<file path="config.mk">
export PLATFORM = sky130hd
export DESIGN_NAME = a2d_rr_sched
export DESIGN_NICKNAME = d
export VERILOG_FILES = /design/src/rtl/a2d_rr_sched.sv
export SDC_FILE = /design/constraint.sdc
export NUM_CORES = 1
export LEC_CHECK = 0
export CORE_MARGIN = 1.5
export CORE_UTILIZATION = 48
export CTS_BUF_LIST = sky130_fd_sc_hd__clkbuf_2
export CTS_CLUSTER_DIAMETER = 40
export DETAILED_ROUTE_END_ITERATION = 7
export PLACE_DENSITY = 0.87
export SLEW_MARGIN = 20
export SYNTH_ARGS = -nofsm -noshare
export SYNTH_HDL_FRONTEND = slang
export SYNTH_SLANG_ARGS = --single-unit
</file>
<file path="constraint.sdc">
create_clock -name clk -period 2 [get_ports clk]
set_input_delay 0.5 -clock clk [delete_from_list [all_inputs] [get_ports clk]]
set_output_delay 0.5 -clock clk [all_outputs]
set_load 0.03 [all_outputs]
</file>
<file path="src/rtl/a2d_rr_sched.sv">
// Round-robin A2D conversion scheduler for the shared SPI monarch: issues a command/read
// transaction pair per nxt request and holds the latest 12-bit result of each channel.
module a2d_rr_sched #(
    parameter logic [2:0]  CH_LFT   = 3'd0,
    parameter logic [2:0]  CH_RGHT  = 3'd4,
    parameter logic [2:0]  CH_STEER = 3'd5,
    parameter logic [2:0]  CH_BATT  = 3'd6,
    parameter int unsigned GAP_CYC  = 2
) (
    input  logic        clk,
    input  logic        rst_n,
    input  logic        nxt,
    output logic        wrt,
    output logic [15:0] spi_cmd,
    input  logic        done,
    input  logic [15:0] rd_data,
    output logic [11:0] lft_ld,
    output logic [11:0] rght_ld,
    output logic [11:0] steer_pot,
    output logic [11:0] batt,
    output logic        cnv_cmplt,
    output logic        busy
);
    localparam int GW = (GAP_CYC > 1) ? $clog2(GAP_CYC) : 1;
    localparam logic [GW-1:0] GAP_LOAD = GW'(GAP_CYC - 1);

    typedef enum logic [1:0] {IDLE, CMD, GAP, READ} state_t;

    state_t          state;
    logic [1:0]      ptr;
    logic            pending;
    logic [GW-1:0]   gap_cnt;
    logic [2:0]      ch;
    logic            rd_unused;

    // Upper nibble of the returned word carries no conversion data.
    assign rd_unused = ^rd_data[15:12];

    always_comb begin
        // NOTE: default assignment first so every path drives ch and no latch is inferred.
        ch = CH_LFT;
        case (ptr)
            2'd1:    ch = CH_RGHT;
            2'd2:    ch = CH_STEER;
            2'd3:    ch = CH_BATT;
            default: ch = CH_LFT;
        endcase
    end

    always_ff @(posedge clk or negedge rst_n) begin
        if (!rst_n) begin
            state     <= IDLE;
            ptr       <= 2'd0;
            pending   <= 1'b0;
            gap_cnt   <= '0;
            wrt       <= 1'b0;
            spi_cmd   <= 16'h0000;
            cnv_cmplt <= 1'b0;
            busy      <= 1'b0;
            lft_ld    <= 12'h000;
            rght_ld   <= 12'h000;
            steer_pot <= 12'h000;
            batt      <= 12'h000;
        end else begin
            // NOTE: non-blocking everywhere so each branch decides from pre-edge state.
            wrt       <= 1'b0;
            cnv_cmplt <= 1'b0;
            if (state != IDLE && nxt) pending <= 1'b1;

            case (state)
                IDLE: begin
                    busy <= nxt || pending;
                    if (nxt || pending) begin
                        state   <= CMD;
                        wrt     <= 1'b1;
                        spi_cmd <= {2'b00, ch, 11'h000};
                        pending <= 1'b0;
                    end
                end
                CMD: begin
                    if (done) begin
                        state   <= GAP;
                        gap_cnt <= GAP_LOAD;
                    end
                end
                GAP: begin
                    // done is not expected here; a stray one must not shorten the gap.
                    if (gap_cnt == '0) begin
                        state   <= READ;
                        wrt     <= 1'b1;
                        spi_cmd <= 16'h0000;
                    end else begin
                        gap_cnt <= gap_cnt - 1'b1;
                    end
                end
                READ: begin
                    if (done) begin
                        case (ptr)
                            2'd0:    lft_ld    <= rd_data[11:0];
                            2'd1:    rght_ld   <= rd_data[11:0];
                            2'd2:    steer_pot <= rd_data[11:0];
                            default: batt      <= rd_data[11:0];
                        endcase
                        cnv_cmplt <= 1'b1;
                        ptr       <= ptr + 1'b1;
                        state     <= IDLE;
                    end
                end
                default: state <= IDLE;
            endcase
        end
    end

endmodule

</file>
* Word-level counts from Yosys, hierarchy flattened
Index checks and enable logic that the tools add are counted.
** Operators by class
- Mux-type cells :: 20
- Bitwise gates (word level) :: 1
- Add/sub/neg operators :: 2
- Eq/ne operators :: 10
- Reduce and logical (&&, ||, !) cells :: 16
** Operator list (count)
- $mux 16 :: 2
- $pmux 16 s2 :: 1
- $reduce_and 3->1 :: 5
- $mux 1 :: 9
- $pmux 3 s3 :: 1
- $eq 2x2->1 const B :: 4
- $mux 2 :: 4
- $ne 2x2->1 const B :: 4
- $pmux 2 s4 :: 1
- $reduce_bool 2->1 :: 3
- $eq 2x1->1 const B :: 2
- $logic_not 2->1 :: 2
- $pmux 1 s2 :: 2
- $reduce_and 2->1 :: 2
- $reduce_and 4->1 :: 1
- $reduce_or 3->1 :: 1
- $add 2x1->2 const B :: 1
- $logic_and 1x1->1 :: 1
- $logic_or 1x1->1 :: 1
- $not 1->1 :: 1
- $sub 1x1->1 const B :: 1
** Storage, ports and cells
- Output and inout bits :: 67
- Logic and storage cells :: 61
- Register bits after elaboration :: 73
- Bits of input ports :: 20

* Longest topological paths before layout
- Depth after elaboration :: 5
- Depth in mapped cells :: 6

* Worst setup path before layout
Ideal clock, no wire load.
- Path type :: register -> register
- Start :: register state[0]
- End :: register state[1]
- Setup slack :: 0.420 ns
- Arrival :: 1.456 ns
- Cell stages (with the launch flop) :: 6
- Cell sequence :: dfrtp_1 inv_1 ha_1 inv_1 o311ai_0 mux2_2
** On the way
- Word-level cells in the longest chain between the ends :: 3
- Elaborated cells between the ends (all ways) :: 10
- Those cells by class :: eq/ne (7); mux (1); reduce/logical (2)
** Ends and longest elaborated chain
- start: declaration :: line 29 : state_t state;
- start signal: assignment :: line 52 : state <= IDLE;
- start signal: assignment :: line 74 : state <= CMD;
- start signal: assignment :: line 82 : state <= GAP;
- $eq 2x2->1 (tied with other cells) :: line 70 : case (state)
- $ne 2x2->1 (no source line)
- $reduce_and 4->1 (no source line)
Parallel ways exist; a longest one is shown, timed or not.
A chain may end at the register's enable or synchronous reset.

* Worst setup path after layout
- Start :: register steer_pot[1]
- End :: output steer_pot[1]
** RTL lines
- start: declaration :: line 19 : output logic [11:0] steer_pot,
- start signal: assignment :: line 101 : 2'd2: steer_pot <= rd_data[11:0];
No word-level cell between the ends.

==> impl_metrics.prom <==
# TYPE chip_impl_metric gauge
chip_impl_info{name="rsz0062_at_grt",value="false"} 1
chip_impl_metric{name="initial_utilization",unit="%"} 50.0
chip_impl_metric{name="design.die.area",unit="sq um"} 6200
chip_impl_metric{name="critical-path-max-stage-delay",unit="ns"} 0.42
chip_impl_metric{name="dr_total_vias",unit=""} 1612
chip_impl_metric{name="syn_area",unit="sq um"} 2760
chip_impl_info{name="rr_startpoint",value="state[0]$_DFFE_PN0P_"} 1
chip_impl_info{name="post_synth_main_area_contributors",value="dfrtp_1 (54%), mux2_4 (22%), mux2_2 (4.9%)"} 1
chip_impl_metric{name="seq_area_frac_synth",unit="%"} 54.5
chip_impl_metric{name="detail_route.wirelength",unit="um"} 5280
chip_impl_info{name="top_usage_layer",value="met2"} 1
chip_impl_metric{name="globalRouteMet2Util",unit="%"} 29.1
chip_impl_metric{name="peak_ir_drop_on_the_vdd_network",unit="uV"} 953
chip_impl_metric{name="postSynthCellCount",unit=""} 174
chip_impl_info{name="synth.largest_area_cell",value="dfrtp_1"} 1
chip_impl_metric{name="report.final.hold_viol_count",unit=""} 0
chip_impl_metric{name="vias_per_cell",unit=""} 4.90
chip_impl_metric{name="globalRouteOverflowTotal",unit=""} 0
chip_impl_metric{name="antennaDiodeCount",unit=""} 0
chip_impl_metric{name="insertion_delay",unit="ns"} 0.48
chip_impl_metric{name="reg2reg_setup_slack",unit="ns"} 0.24
chip_impl_info{name="ctsRootBufferMaster",value="clkbuf_2"} 1
chip_impl_metric{name="synth_edf_count",unit=""} 0
chip_impl_metric{name="grtUsageMet3",unit="%"} 5.63
chip_impl_metric{name="dp.final_hpwl",unit="um"} 3800
chip_impl_metric{name="die-height",unit="um"} 78.8
chip_impl_metric{name="detail_route.wl_per_cell",unit="um"} 16.0
chip_impl_info{name="synth_flop_cell",value="dfrtp_1"} 1
chip_impl_metric{name="postRouteAntennaNets",unit=""} 0
chip_impl_metric{name="yosys.area_share.xor_xnor",unit="%"} 0.318
chip_impl_metric{name="ios",unit=""} 87
chip_impl_metric{name="report.final.setup_viol",unit=""} 0
chip_impl_metric{name="synthesis.yosys.warnings",unit=""} 0
chip_impl_metric{name="clock_sink_total",unit=""} 60
chip_impl_metric{name="synth_top_area_share",unit="%"} 54.5
chip_impl_metric{name="core.rowCount",unit=""} 27
chip_impl_metric{name="finClkSkew",unit="ns"} 0.0167
chip_impl_metric{name="max_cap_viol_count",unit=""} 0
chip_impl_info{name="cell_class_contributing_the_biggest_share_of_worst_path_delay",value="flip-flops"} 1
chip_impl_metric{name="drt_iter0_drc",unit=""} 65
chip_impl_metric{name="synth_register_bits",unit=""} 60
chip_impl_metric{name="area_added_between_synthesis_and_finish",unit="%"} 27.4
chip_impl_info{name="end_kind",value="output port"} 1
chip_impl_metric{name="finalCritPeriodShare",unit="%"} 90.8
chip_impl_metric{name="use_met1",unit="%"} 23.8
chip_impl_metric{name="antenna_found_initial",unit=""} 0
chip_impl_metric{name="grt_pass1_wl",unit="um"} 8580
chip_impl_metric{name="max_clock_freq",unit="MHz"} 550
chip_impl_metric{name="grt_start_max_net_pins",unit=""} 43
chip_impl_metric{name="cp.required",unit="ns"} 1.50
chip_impl_metric{name="post_synth.cell_area_avg",unit="sq um"} 15.8
chip_impl_info{name="critical_path_class",value="reg -> out"} 1
chip_impl_metric{name="total_power",unit="mW"} 6.19
chip_impl_metric{name="final_slew_violations",unit=""} 0
chip_impl_metric{name="post_synth_and_or_nand_nor_area_fraction",unit="%"} 3.59
chip_impl_metric{name="worstPathArrival",unit="ns"} 1.32
chip_impl_metric{name="gr_util_all_layers",unit="%"} 18.5
chip_impl_metric{name="tns",unit="ns"} 0
chip_impl_metric{name="worst-path-buf-inv",unit=""} 1
chip_impl_info{name="synthMostInstantiatedCell",value="dfrtp_1"} 1
chip_impl_metric{name="post-cts-setup-buffer-count",unit=""} 0
chip_impl_metric{name="crit_path_max_fanout",unit=""} 2
chip_impl_metric{name="drt_pass1_iterations",unit=""} 4
chip_impl_metric{name="drive_gt1_share",unit="%"} 29.6
chip_impl_metric{name="instances_no_fill",unit=""} 329
chip_impl_metric{name="detailed_route_drc_error_count",unit=""} 0
chip_impl_info{name="status",value="complete, no violations"} 1
chip_impl_metric{name="synth_cell_types",unit=""} 22
chip_impl_metric{name="number_of_global_route_vias_before_repair",unit=""} 1642
chip_impl_metric{name="gpl.final_weighted_congestion",unit=""} 0.783
chip_impl_metric{name="synth-compound-area-share",unit="%"} 2.72
chip_impl_metric{name="layout_setup_ws",unit="ns"} 0.183
chip_impl_info{name="critical_path_startpoint_category",value="register"} 1
chip_impl_metric{name="ys_async_rst_share",unit="%"} 100
chip_impl_metric{name="cellPowerDensity",unit="nW/um^2"} 1760
chip_impl_metric{name="minimum_clock_period_after_layout",unit="ns"} 1.82
chip_impl_metric{name="yosys.area_share.adder",unit="%"} 4.54
chip_impl_info{name="tritoncts",value="built"} 1
chip_impl_metric{name="static-leakage-power",unit="nW"} 1.92
chip_impl_info{name="post_synth_most_frequent_cells",value="dfrtp_1 (60), mux2_4 (40), buf_4 (13)"} 1
chip_impl_metric{name="htree_num_levels",unit=""} 3
chip_impl_metric{name="cts_buffers",unit=""} 9
chip_impl_metric{name="num-nets-final",unit=""} 282
chip_impl_info{name="r2r_end",value="state[1]$_DFFE_PN0P_"} 1
chip_impl_metric{name="inst_count_dp",unit=""} 312
chip_impl_info{name="synth_top_family_by_area",value="multiplexers"} 1
chip_impl_metric{name="core_region_area",unit="sq um"} 5510
chip_impl_metric{name="die_width",unit="um"} 78.8
chip_impl_metric{name="clk_pin_slew",unit="ns"} 0.18
chip_impl_metric{name="reg2reg_depth",unit=""} 6
chip_impl_metric{name="clk_path_buf_depth",unit=""} 2
chip_impl_info{name="critical_path.cell_chain",value="dlygate4sd2_1"} 1
chip_impl_info{name="worstHoldPathType",value="in -> async"} 1
chip_impl_info{name="slowest_stage",value="dfrtp_1"} 1
chip_impl_metric{name="numPortBuffers",unit=""} 69
chip_impl_metric{name="pre_cts_slack",unit="ns"} 0.0306
chip_impl_metric{name="synth.mux.area_fraction",unit="%"} 26.7
==> registers in the layout (all words and copies together) (netlist names) <==
| register | flops |
|---|---|
| steer_pot | 12 |
| busy | 1 |
| wrt | 1 |
| gap_cnt | 1 |
| spi_cmd | 3 |
| lft_ld | 12 |
| cnv_cmplt | 1 |
| batt | 12 |
| state | 2 |
| rght_ld | 12 |
| ptr | 2 |
| pending | 1 |
==> per-layer routing <==
metal / vias to the layer above / wire length, um
li1: 732 / -
met1: 812 / 2340
met2: 60 / 2580
met3: 8 / 286
met4: 0 / 72
met5: - / 0
==> logic make-up (layout without fill, tap and decap cells) <==
| kind of cell | after synthesis | after routing |
|---|---|---|
| flops | 60 | 60 |
| mux | 52 | 52 |
| buf+inv | 25 | 96 |
| simple gates | 14 | 14 |
| compound gates | 11 | 11 |
| fa+ha+maj | 10 | 10 |
| other cells | 1 | 13 |
| xor+xnor | 1 | 1 |
==> placed cells by master, fill, tap and decap left out, types with 2 or more instances in the layout <==
cell type,Yosys,layout
ha_1,10,10
nor2_1,4,4
nand2_1,2,2
clkinvlp_4,0,2
clkbuf_2,0,9
dfrtp_1,60,60
mux2_4,40,40
inv_1,7,7
mux2_2,12,12
clkinv_1,0,2
a21oi_1,2,2
and2b_1,2,2
o21ai_0,5,5
dlygate4sd2_1,0,54
nand2_4,4,4
bufinv_16,0,2
conb_1,1,13
clkdlybuf4s50_1,0,14
buf_4,13,2
==> per-stage QoR <==
step	cell area [sq um]	hold WS (ns)	util, %
3_3_place_gp	3430	0.452	62.3
2_1_floorplan	2800	0.204	-
4_1_cts	3510	0.424	63.7
5_1_grt	3510	0.436	63.7
3_5_place_dp	3430	0.457	62.3
6_report	3510	0.455	63.7
==> power by group <==
group / switching, mW / internal, mW
clock: 0.459 / 0.407
sequential: 0.345 / 1.78
combinational: 1.80 / 1.40
total: 2.61 / 3.59
==> layout make-up <==
type | instances | area (sq um)
multi-input cells | 101 | 1090
well taps | 72 | 90.1
fillers | 433 | 2000
clock inverters | 7 | 91.3
flip-flops and latches | 60 | 1500
inverters | 7 | 26.3
repair buffers | 73 | 663
clock buffers | 9 | 45.0
==> worst max path at each step <==
stage | slack (ns) | cells after the start | end | from
floorplan | 0.42 | 5 | state[1]$_DFFE_PN0P_ | state[0]$_DFFE_PN0P_
global placement | 0.07 | 4 | steer_pot[10]$_DFFE_PN0P_ | done
detailed placement | 0.03 | 4 | state[1]$_DFFE_PN0P_ | nxt
CTS | 0.13 | 1 | steer_pot[1] | steer_pot[1]$_DFFE_PN0P_
global route | 0.09 | 1 | batt[1] | batt[1]$_DFFE_PN0P_
finish | 0.18 | 1 | steer_pot[1] | steer_pot[1]$_DFFE_PN0P_
==> repair_timing <==
item,CTS,global route
endpoints found under the hold margin,18,0
endpoints found under the setup margin,54,0
hold buffers,1,0
resized for setup,54,0
Power figures use the tool's default switching activity.
